**src/rtl/dcf77_pkg.sv**
```systemverilog
// Shared types and constants for the DCF77 frame controller and its frame checker.
package dcf77_pkg;

  typedef enum logic [1:0] {
    SYNC_WAIT = 2'd0,
    RECEIVE   = 2'd1,
    CHECK     = 2'd2
  } state_t;

  localparam int FRAME_BITS = 59;

  localparam logic [2:0] ERR_NONE     = 3'd0;
  localparam logic [2:0] ERR_SHORT    = 3'd1;
  localparam logic [2:0] ERR_OVERFLOW = 3'd2;
  localparam logic [2:0] ERR_FIXED    = 3'd3;
  localparam logic [2:0] ERR_PARITY   = 3'd4;
  localparam logic [2:0] ERR_LOSS     = 3'd5;

  // Second numbers inside the minute; P1..P3 are the even-parity bits.
  localparam int BIT_START      = 0;
  localparam int BIT_TIME_START = 20;
  localparam int BIT_P1         = 28;
  localparam int BIT_P2         = 35;
  localparam int BIT_P3         = 58;

endpackage

```
**src/rtl/dcf77_frame_checker.sv**
```systemverilog
// Combinational sanity check of an assembled DCF77 frame: fixed bits first, then the
// three even-parity groups. Used only when DCF77_FRAME_CHECK_EN is defined.
module dcf77_frame_checker
  import dcf77_pkg::*;
(
  input  logic [58:0] frame_in,
  output logic        pass_out,
  output logic [2:0]  code_out
);

  logic fixed_ok;
  logic parity_ok;

  always_comb begin
    fixed_ok  = (frame_in[BIT_START] == 1'b0) && frame_in[BIT_TIME_START];
    parity_ok = !(^frame_in[BIT_P1:BIT_TIME_START+1]) &&
                !(^frame_in[BIT_P2:BIT_P1+1]) &&
                !(^frame_in[BIT_P3:BIT_P2+1]);
    pass_out  = fixed_ok && parity_ok;
    code_out  = ERR_NONE;
    if (!fixed_ok) begin
      code_out = ERR_FIXED;
    end else if (!parity_ok) begin
      code_out = ERR_PARITY;
    end
  end

endmodule

```
**src/rtl/dcf77_frame_controller.sv**
```systemverilog
// Sequences the external 59-bit DCF77 shift register from decoded bit strobes and
// latches validated frames. Define DCF77_FRAME_CHECK_EN to enable fixed-bit/parity checks.
module dcf77_frame_controller
  import dcf77_pkg::*;
#(
  parameter int GAP_TICKS  = 1500,
  parameter int LOSS_TICKS = 3000,
  parameter int CNT_W      = 12
) (
  input  logic        clk_in,
  input  logic        rst_in,
  input  logic        tick_in,
  input  logic        bit_valid_in,
  input  logic        bit_in,
  input  logic [58:0] sr_parallel_in,
  output logic        sr_shift_out,
  output logic        sr_bit_out,
  output logic        sr_clear_out,
  output logic [58:0] frame_out,
  output logic        frame_valid_out,
  output logic        sync_out,
  output logic [5:0]  bit_cnt_out,
  output logic        err_out,
  output logic [2:0]  err_code_out
);

  localparam logic [CNT_W-1:0] GAP_M1   = CNT_W'(GAP_TICKS - 1);
  localparam logic [CNT_W-1:0] LOSS_M1  = CNT_W'(LOSS_TICKS - 1);
  localparam logic [CNT_W-1:0] LOSS_CNT = CNT_W'(LOSS_TICKS);
  localparam logic [5:0]       FULL_CNT = 6'(FRAME_BITS);

  state_t           state_q, state_d;
  logic [CNT_W-1:0] gap_q, gap_d;
  logic [5:0]       bit_cnt_q, bit_cnt_d;
  logic             sr_shift_q, sr_shift_d;
  logic             sr_bit_q, sr_bit_d;
  logic             sr_clear_q, sr_clear_d;
  logic [58:0]      frame_q, frame_d;
  logic             frame_valid_q, frame_valid_d;
  logic             sync_q, sync_d;
  logic             err_q, err_d;
  logic [2:0]       err_code_q, err_code_d;

  logic             marker_evt, loss_evt;
  logic             chk_pass;
  logic [2:0]       chk_code;

`ifdef DCF77_FRAME_CHECK_EN
  dcf77_frame_checker u_checker (
    .frame_in (sr_parallel_in),
    .pass_out (chk_pass),
    .code_out (chk_code)
  );
`else
  assign chk_pass = 1'b1;
  assign chk_code = ERR_NONE;
`endif

  // Events fire only on the tick that steps the counter onto the threshold,
  // so each is a single-cycle condition even while the count stays there.
  always_comb begin
    gap_d      = gap_q;
    marker_evt = 1'b0;
    loss_evt   = 1'b0;
    if (bit_valid_in) begin
      gap_d = '0;
    end else if (tick_in && (gap_q != LOSS_CNT)) begin
      gap_d      = gap_q + 1'b1;
      marker_evt = (gap_q == GAP_M1);
      loss_evt   = (gap_q == LOSS_M1);
    end
  end

  always_comb begin
    state_d       = state_q;
    bit_cnt_d     = bit_cnt_q;
    sr_shift_d    = 1'b0;
    sr_bit_d      = 1'b0;
    sr_clear_d    = 1'b0;
    frame_d       = frame_q;
    frame_valid_d = 1'b0;
    err_d         = 1'b0;
    err_code_d    = err_code_q;
    if (loss_evt && (state_q != SYNC_WAIT)) begin
      err_d      = 1'b1;
      err_code_d = ERR_LOSS;
      bit_cnt_d  = '0;
      state_d    = SYNC_WAIT;
    end else begin
      unique case (state_q)
        SYNC_WAIT: begin
          if (marker_evt) begin
            sr_clear_d = 1'b1;
            bit_cnt_d  = '0;
            state_d    = RECEIVE;
          end
        end
        RECEIVE: begin
          if (marker_evt) begin
            if (bit_cnt_q == FULL_CNT) begin
              state_d = CHECK;
            end else begin
              err_d      = 1'b1;
              err_code_d = ERR_SHORT;
              sr_clear_d = 1'b1;
              bit_cnt_d  = '0;
            end
          end else if (bit_valid_in) begin
            if (bit_cnt_q == FULL_CNT) begin
              err_d      = 1'b1;
              err_code_d = ERR_OVERFLOW;
              sr_clear_d = 1'b1;
              bit_cnt_d  = '0;
              state_d    = SYNC_WAIT;
            end else begin
              sr_shift_d = 1'b1;
              sr_bit_d   = bit_in;
              bit_cnt_d  = bit_cnt_q + 6'd1;
            end
          end
        end
        CHECK: begin
          if (chk_pass) begin
            frame_d       = sr_parallel_in;
            frame_valid_d = 1'b1;
          end else begin
            err_d      = 1'b1;
            err_code_d = chk_code;
          end
          sr_clear_d = 1'b1;
          bit_cnt_d  = '0;
          state_d    = RECEIVE;
        end
        default: state_d = SYNC_WAIT;
      endcase
    end
    sync_d = (state_d != SYNC_WAIT);
  end

  always_ff @(posedge clk_in) begin
    if (rst_in) begin
      state_q       <= SYNC_WAIT;
      gap_q         <= '0;
      bit_cnt_q     <= '0;
      sr_shift_q    <= 1'b0;
      sr_bit_q      <= 1'b0;
      sr_clear_q    <= 1'b0;
      frame_q       <= '0;
      frame_valid_q <= 1'b0;
      sync_q        <= 1'b0;
      err_q         <= 1'b0;
      err_code_q    <= ERR_NONE;
    end else begin
      state_q       <= state_d;
      gap_q         <= gap_d;
      bit_cnt_q     <= bit_cnt_d;
      sr_shift_q    <= sr_shift_d;
      sr_bit_q      <= sr_bit_d;
      sr_clear_q    <= sr_clear_d;
      frame_q       <= frame_d;
      frame_valid_q <= frame_valid_d;
      sync_q        <= sync_d;
      err_q         <= err_d;
      err_code_q    <= err_code_d;
    end
  end

  assign sr_shift_out    = sr_shift_q;
  assign sr_bit_out      = sr_bit_q;
  assign sr_clear_out    = sr_clear_q;
  assign frame_out       = frame_q;
  assign frame_valid_out = frame_valid_q;
  assign sync_out        = sync_q;
  assign bit_cnt_out     = bit_cnt_q;
  assign err_out         = err_q;
  assign err_code_out    = err_code_q;

endmodule

```
**config.mk**
```make
export PLATFORM = sky130hd
export DESIGN_NAME = dcf77_frame_controller
export DESIGN_NICKNAME = d
export VERILOG_FILES = /design/src/rtl/dcf77_pkg.sv /design/src/rtl/dcf77_frame_checker.sv /design/src/rtl/dcf77_frame_controller.sv
export SDC_FILE = /design/constraint.sdc
export NUM_CORES = 1
export LEC_CHECK = 0
export CORE_MARGIN = 3
export CORE_UTILIZATION = 45
export CTS_CLUSTER_SIZE = 16
export DETAILED_ROUTE_END_ITERATION = 12
export DONT_BUFFER_PORTS = 1
export PLACE_DENSITY = 0.71
export SYNTH_ARGS = -nofsm -noshare
export SYNTH_HDL_FRONTEND = slang
export SYNTH_SLANG_ARGS = --single-unit
```
**constraint.sdc**
```tcl
create_clock -name clk_in -period 2.7 [get_ports clk_in]
set_input_delay 0.27 -clock clk_in [delete_from_list [all_inputs] [get_ports clk_in]]
set_output_delay 0.27 -clock clk_in [all_outputs]
set_load 0.05 [all_outputs]
```
==> flow_metrics.tcl, run 1 <==
set metrics [dict create \
    cts_setup_buffers 0 \
    rsz0062_at_grt "no" \
    ant_nets 0 \
    startpoint_type "flop" \
    final.min_clock_period_ns 2.50 \
    synth-async-reset-ratio_pct 0 \
    first_iter_violations 122 \
    clock-root-buffer "clkbuf_8" \
    path_delay_family "simple AND/OR/NAND/NOR gates" \
    dp_hpwl_mm 5.43 \
    setup-tns-final_ns 0 \
    cp_slowest_cell "or4b_1" \
    numPlacedInstances 503 \
    setup_violations 0 \
    placed_cell_area_um2 3520 \
    grt_pass1_wl_mm 12.2 \
    fin_area_um2 3800 \
    clock-sinks 88 \
    vias_per_cell 5.30 \
    syn-num-nets 488 \
    die_area_um2 8750 \
    synthFlopType "dfxtp_1" \
    cts_buffers 9 \
    grt_pass1_vias 2496 \
    critical_path_class "reg2reg" \
    globalRouteOverflowTotal 0 \
    arrival_ns 2.78 \
    fin_worst_skew_ns 0.0142 \
    routed_wl_mm 8.03 \
    wl_per_cell_um 15.4 \
    vdd_drop_max_uv 248 \
    clockBufferDepth 2 \
    avgSynthCellArea_um2 8.21 \
    fmax_mhz 400 \
    antenna_found_initial 0 \
    clkSlewWorstSetupHoldPaths_ns 0.09 \
    p_leak_nw 1.21 \
    drc_errors 0 \
    core_area_um2 7330 \
    postLayoutSetupSlackWorst_ns 0.201 \
    yosysWarnings 0 \
    grt_start_max_net_pins 65 \
    synth-seq-cells 88 \
    first_pass_iters 4 \
    io_buffers 0 \
    dp_slack_ns 0.103 \
    die_width_um 93.5 \
    synth-edff-count 0 \
    syn2layout_area_growth_pct 10.2 \
    diodes 0 \
    fin_hold_ws_ns 0.0283 \
    worst-path-buf-inv 0 \
    hold_viol_final 0 \
    clock_latency_ns 0.36 \
    final_common_cell "nand2_1" \
    place.gp.congestion 0.852 \
    drv_slew 0 \
    drv_cap 0 \
    synth_cell_types 49 \
    final_cell_mix "nand2_1 (130), dfxtp_1 (88), a21oi_1 (66)" \
    drive_gt1_share_pct 9.26 \
    cts_tree "yes" \
    relSlewSlack_pct 28.1 \
    min_path_type "in2reg" \
    final_nets 484 \
    yosysSeqAreaShare_pct 51.1 \
    syn-cell-area_um2 3450 \
    gr-usage-all-layers_pct 17.5 \
    cp.required_ns 2.98 \
    vias 2758 \
    final_cell_count_no_fill 520 \
    die_h_um 93.5 \
    status "completed" \
    ioPinCount 138 \
    worst_pin_slew_ns 1.08 \
    p_per_area_nw_per_um2 619 \
    path_max_fanout 7 \
    fp-row-count 31 \
    start_util_pct 47.0 \
    syn_inst 420 \
    crit_chain "ha_2 -> nand4_1 -> or4b_1 -> nor4_4 -> ha_1 -> o21ai_0 -> o31ai_1 -> a21oi_2 -> a21boi_0 -> a211oi_1" \
    cp_slowest_stage_delay_ns 0.54 \
    fin_crit_sh_pct 92.6 \
    end_kind "flop" \
    h-tree-depth 3 \
]
per-stage QoR:
stage                     util (%)  total power (W)
after floorplan                  -          0.00136
after global placement        48.1          0.00135
after global routing          51.8          0.00244
after CTS                     51.5          0.00238
final                         51.8          0.00235
after detailed placement      48.1          0.00135
sequential cells by signal, indices dropped and copies added, names as in the netlist:
name	count
sync_out	1
bit_cnt_out	6
sr_shift_out	1
sr_bit_out	1
sr_clear_out	1
err_code_out	3
err_out	1
frame_valid_out	1
frame_out	59
state_q	2
gap_q	12
path summary, 6_finish.rpt:
kind,start,to,slack (ns),cells after the start
worst max register to register,gap_q[1]$_SDFFE_PP0N_,bit_cnt_out[5]$_SDFFE_PP0P_,0.20,10
worst max-delay path,gap_q[1]$_SDFFE_PP0N_,bit_cnt_out[5]$_SDFFE_PP0P_,0.20,10
worst min register to register,gap_q[2]$_SDFFE_PP0N_,gap_q[2]$_SDFFE_PP0N_,0.54,2
worst min-delay path,bit_in,sr_bit_out$_SDFF_PP0_,0.03,1
power by group:
group	leakage [nW]	internal (W)	switching (W)
Combinational	0.394	0.0000123	0.0000271
Sequential	0.709	0.00130	0.000000939
Clock	0.112	0.000530	0.000483
routing by layer:
layer | up-vias | routed length [um] | track usage, %
li1 | 1407 | - | -
met1 | 1253 | 3440 | 20.3
met2 | 89 | 3850 | 28.6
met3 | 9 | 647 | 6.19
met4 | 0 | 101 | 8.42
met5 | - | 0 | 0
what timing repair did:
action                                  in CTS  in global routing
hold buffers                                 1                  0
gates resized for setup                      0                  4
endpoints found under the setup margin       0                  4
hold endpoints to repair                    64                  0
synth_stat cells, drive strengths merged, types with 2 or more instances:
| cell | number | share of area [%] |
|---|---|---|
| xnor2 | 3 | 0.76 |
| xor2 | 5 | 1.3 |
| nand2 | 130 | 14 |
| ha | 4 | 1.5 |
| nand4b | 2 | 0.51 |
| a211oi | 2 | 0.44 |
| o21bai | 2 | 0.44 |
| nor2b | 3 | 0.76 |
| inv | 4 | 0.44 |
| or3 | 2 | 0.36 |
| dfxtp | 88 | 51 |
| o31ai | 3 | 0.65 |
| nor4 | 4 | 0.73 |
| nand2b | 3 | 0.54 |
| clkbuf | 12 | 1.9 |
| or4b | 2 | 0.58 |
| nand3 | 12 | 1.7 |
| nand4 | 5 | 0.91 |
| a21oi | 69 | 10 |
| or4 | 3 | 0.87 |
| nor2 | 21 | 2.3 |
| buf | 12 | 1.8 |
| a31oi | 3 | 0.54 |
| o21ai | 6 | 0.98 |
| and3 | 2 | 0.36 |
| nor3 | 2 | 0.29 |
cell families (layout without fill, tap and decap cells):
| kind of cell | Yosys count | after routing | share of synthesized area, % |
|---|---|---|---|
| AND/OR/NAND/NOR | 197 | 197 | 25.5 |
| AO/OA/AOI/OAI | 93 | 93 | 15.3 |
| flip-flops | 88 | 88 | 51.1 |
| buffers and inverters | 29 | 30 | 4.39 |
| XOR/XNOR | 8 | 8 | 2.03 |
| adder cells (fa/ha/maj) | 4 | 4 | 1.45 |
| multiplexers | 1 | 1 | 0.290 |
final cells by class:
| type | count | area, um^2 |
|---|---|---|
| timing repair buffer | 10 | 108 |
| clock buffer | 9 | 124 |
| fill | 720 | 3530 |
| sequential | 88 | 1760 |
| inverter | 4 | 15.0 |
| clock inverter | 7 | 101 |
| tap | 99 | 124 |
| multi-input combinational | 303 | 1570 |
No activity file was read; power rests on OpenSTA's default activity.
==> inputs of run 2 (changes only) <==
- SLEW_MARGIN: not set -> 20
- clock period: 2.7 -> 3.01 ns (I/O delays scaled with it)
==> run 2 against run 1 <==
  * Die area unchanged
  * Setup slack improved by 0.23 ns
  * Via count increased by 4.5%
  * Register-to-register slack improved by 0.23 ns
  * Critical endpoint unchanged
==> flow_metrics.tcl, run 2 (synthesized netlist as in run 1, its figures left out) <==
set metrics [dict create \
    p_leak_nw 1.24 \
    rsz0062_at_grt "no" \
    clock_latency_ns 0.36 \
    final.min_clock_period_ns 2.58 \
    antenna_found_initial 0 \
    setup-tns-final_ns 0 \
    clockBufferDepth 2 \
    diodes 0 \
    min_path_type "in2reg" \
    start_util_pct 47.0 \
    drv_slew 0 \
    p_per_area_nw_per_um2 561 \
    drv_cap 0 \
    first_pass_iters 4 \
    core_area_um2 7330 \
    crit_chain "ha_1 -> nand4_1 -> or4b_1 -> nor4_1 -> buf_4 -> ha_1 -> o21ai_0 -> o31ai_1 -> a21oi_1 -> a21boi_0 -> a211oi_1" \
    ioPinCount 138 \
    worst_pin_slew_ns 0.613 \
    vias_per_cell 5.49 \
    grt_pass1_vias 2550 \
    drive_gt1_share_pct 8.45 \
    arrival_ns 2.85 \
    wl_per_cell_um 16.1 \
    path_max_fanout 7 \
    routed_wl_mm 8.46 \
    end_kind "flop" \
    cp_slowest_cell "or4b_1" \
    clock-root-buffer "clkbuf_8" \
    p_int_w 0.00168 \
    vias 2881 \
    cp_slowest_stage_delay_ns 0.48 \
    die_area_um2 8750 \
    hold_viol_final 0 \
    critical_path_class "reg2reg" \
    dp_hpwl_mm 5.40 \
    final_common_cell "nand2_1" \
    seqPwrFrac_pct 54.1 \
    grt_start_max_net_pins 60 \
    clock-sinks 88 \
    fin_worst_skew_ns 0.0158 \
    h-tree-depth 3 \
    fin_crit_sh_pct 85.6 \
    place.gp.congestion 0.822 \
    first_iter_violations 94 \
    largest_register_ffs 59 \
    fin_hold_ws_ns 0.0234 \
    final_nets 489 \
    power.switching_w 0.000472 \
    gr-usage-all-layers_pct 18.6 \
    vdd_drop_max_uv 195 \
    setup_violations 0 \
    cp_common_cell "ha_1" \
    die_h_um 93.5 \
    worst-path-buf-inv 1 \
    syn2layout_area_growth_pct 11.2 \
    swShare_pct 21.9 \
    cts_buffers 9 \
    cp.required_ns 3.29 \
    fmax_mhz 388 \
    startpoint_type "flop" \
    cts_setup_buffers 0 \
    die_width_um 93.5 \
    drc_errors 0 \
    relSlewSlack_pct 59.1 \
    power_frac_clock_pct 44.0 \
    cts_tree "yes" \
    io_buffers 0 \
    combPwrFrac_pct 1.9 \
    grt_pass1_wl_mm 12.8 \
    path_delay_family "simple AND/OR/NAND/NOR gates" \
    globalRouteOverflowTotal 0 \
    clkSlewWorstSetupHoldPaths_ns 0.09 \
    status "completed" \
    final_cell_mix "nand2_1 (130), dfxtp_1 (88), a21oi_1 (67)" \
    fp-row-count 31 \
    ant_nets 0 \
]
-- run 2: per-stage QoR --
step | util [%] | std cells | power (W) | setup WS [ns] | instance area [um^2]
floorplan | - | 420 | 0.00122 | 0.608 | 3450
global placement | 48.1 | 503 | 0.00121 | 0.526 | 3520
detailed placement | 48.1 | 503 | 0.00121 | 0.442 | 3520
CTS | 52.1 | 524 | 0.00217 | 0.426 | 3820
global route | 52.3 | 525 | 0.00223 | 0.226 | 3840
finish | 52.3 | 525 | 0.00215 | 0.432 | 3840
-- run 2: repair_timing --
item	CTS	global route
gates resized for setup	0	0
endpoints found under the hold margin	32	3
hold buffers	5	1
-- run 2: per-layer routing --
layer	vias to the layer above	global-route usage, %	wire length [um]
li1	1426	-	-
met5	-	0	0
met1	1345	22.2	3540
met3	9	6.44	741
met4	0	7.34	109
met2	101	30.7	4060
-- run 2: path summary, 6_finish.rpt --
kind / start / endpoint / slack, ns / depth (start not counted)
max: gap_q[1]$_SDFFE_PP0N_ / bit_cnt_out[5]$_SDFFE_PP0P_ / 0.43 / 11
min: rst_in / frame_out[19]$_SDFFE_PP0P_ / 0.02 / 1
max reg2reg: gap_q[1]$_SDFFE_PP0N_ / bit_cnt_out[5]$_SDFFE_PP0P_ / 0.43 / 11
min reg2reg: gap_q[2]$_SDFFE_PP0N_ / gap_q[2]$_SDFFE_PP0N_ / 0.56 / 2
-- run 2: power groups by stage --
stage / Combinational, W / Clock [W] / Sequential, W
2_1_floorplan: 0.0000283 / 0 / 0.00119
3_3_place_gp: 0.0000166 / 0 / 0.00119
3_5_place_dp: 0.0000174 / 0 / 0.00119
4_1_cts: 0.0000408 / 0.000966 / 0.00116
5_1_grt: 0.0000458 / 0.00102 / 0.00117
6_report: 0.0000420 / 0.000946 / 0.00116
-- run 2: cell type report --
class | instances | area, um^2
inverter | 4 | 15.0
clock buffer | 10 | 138
clock inverter | 6 | 97.6
fill | 712 | 3490
multi-input combinational | 303 | 1550
tap | 99 | 124
sequential | 88 | 1760
timing repair buffer | 15 | 150
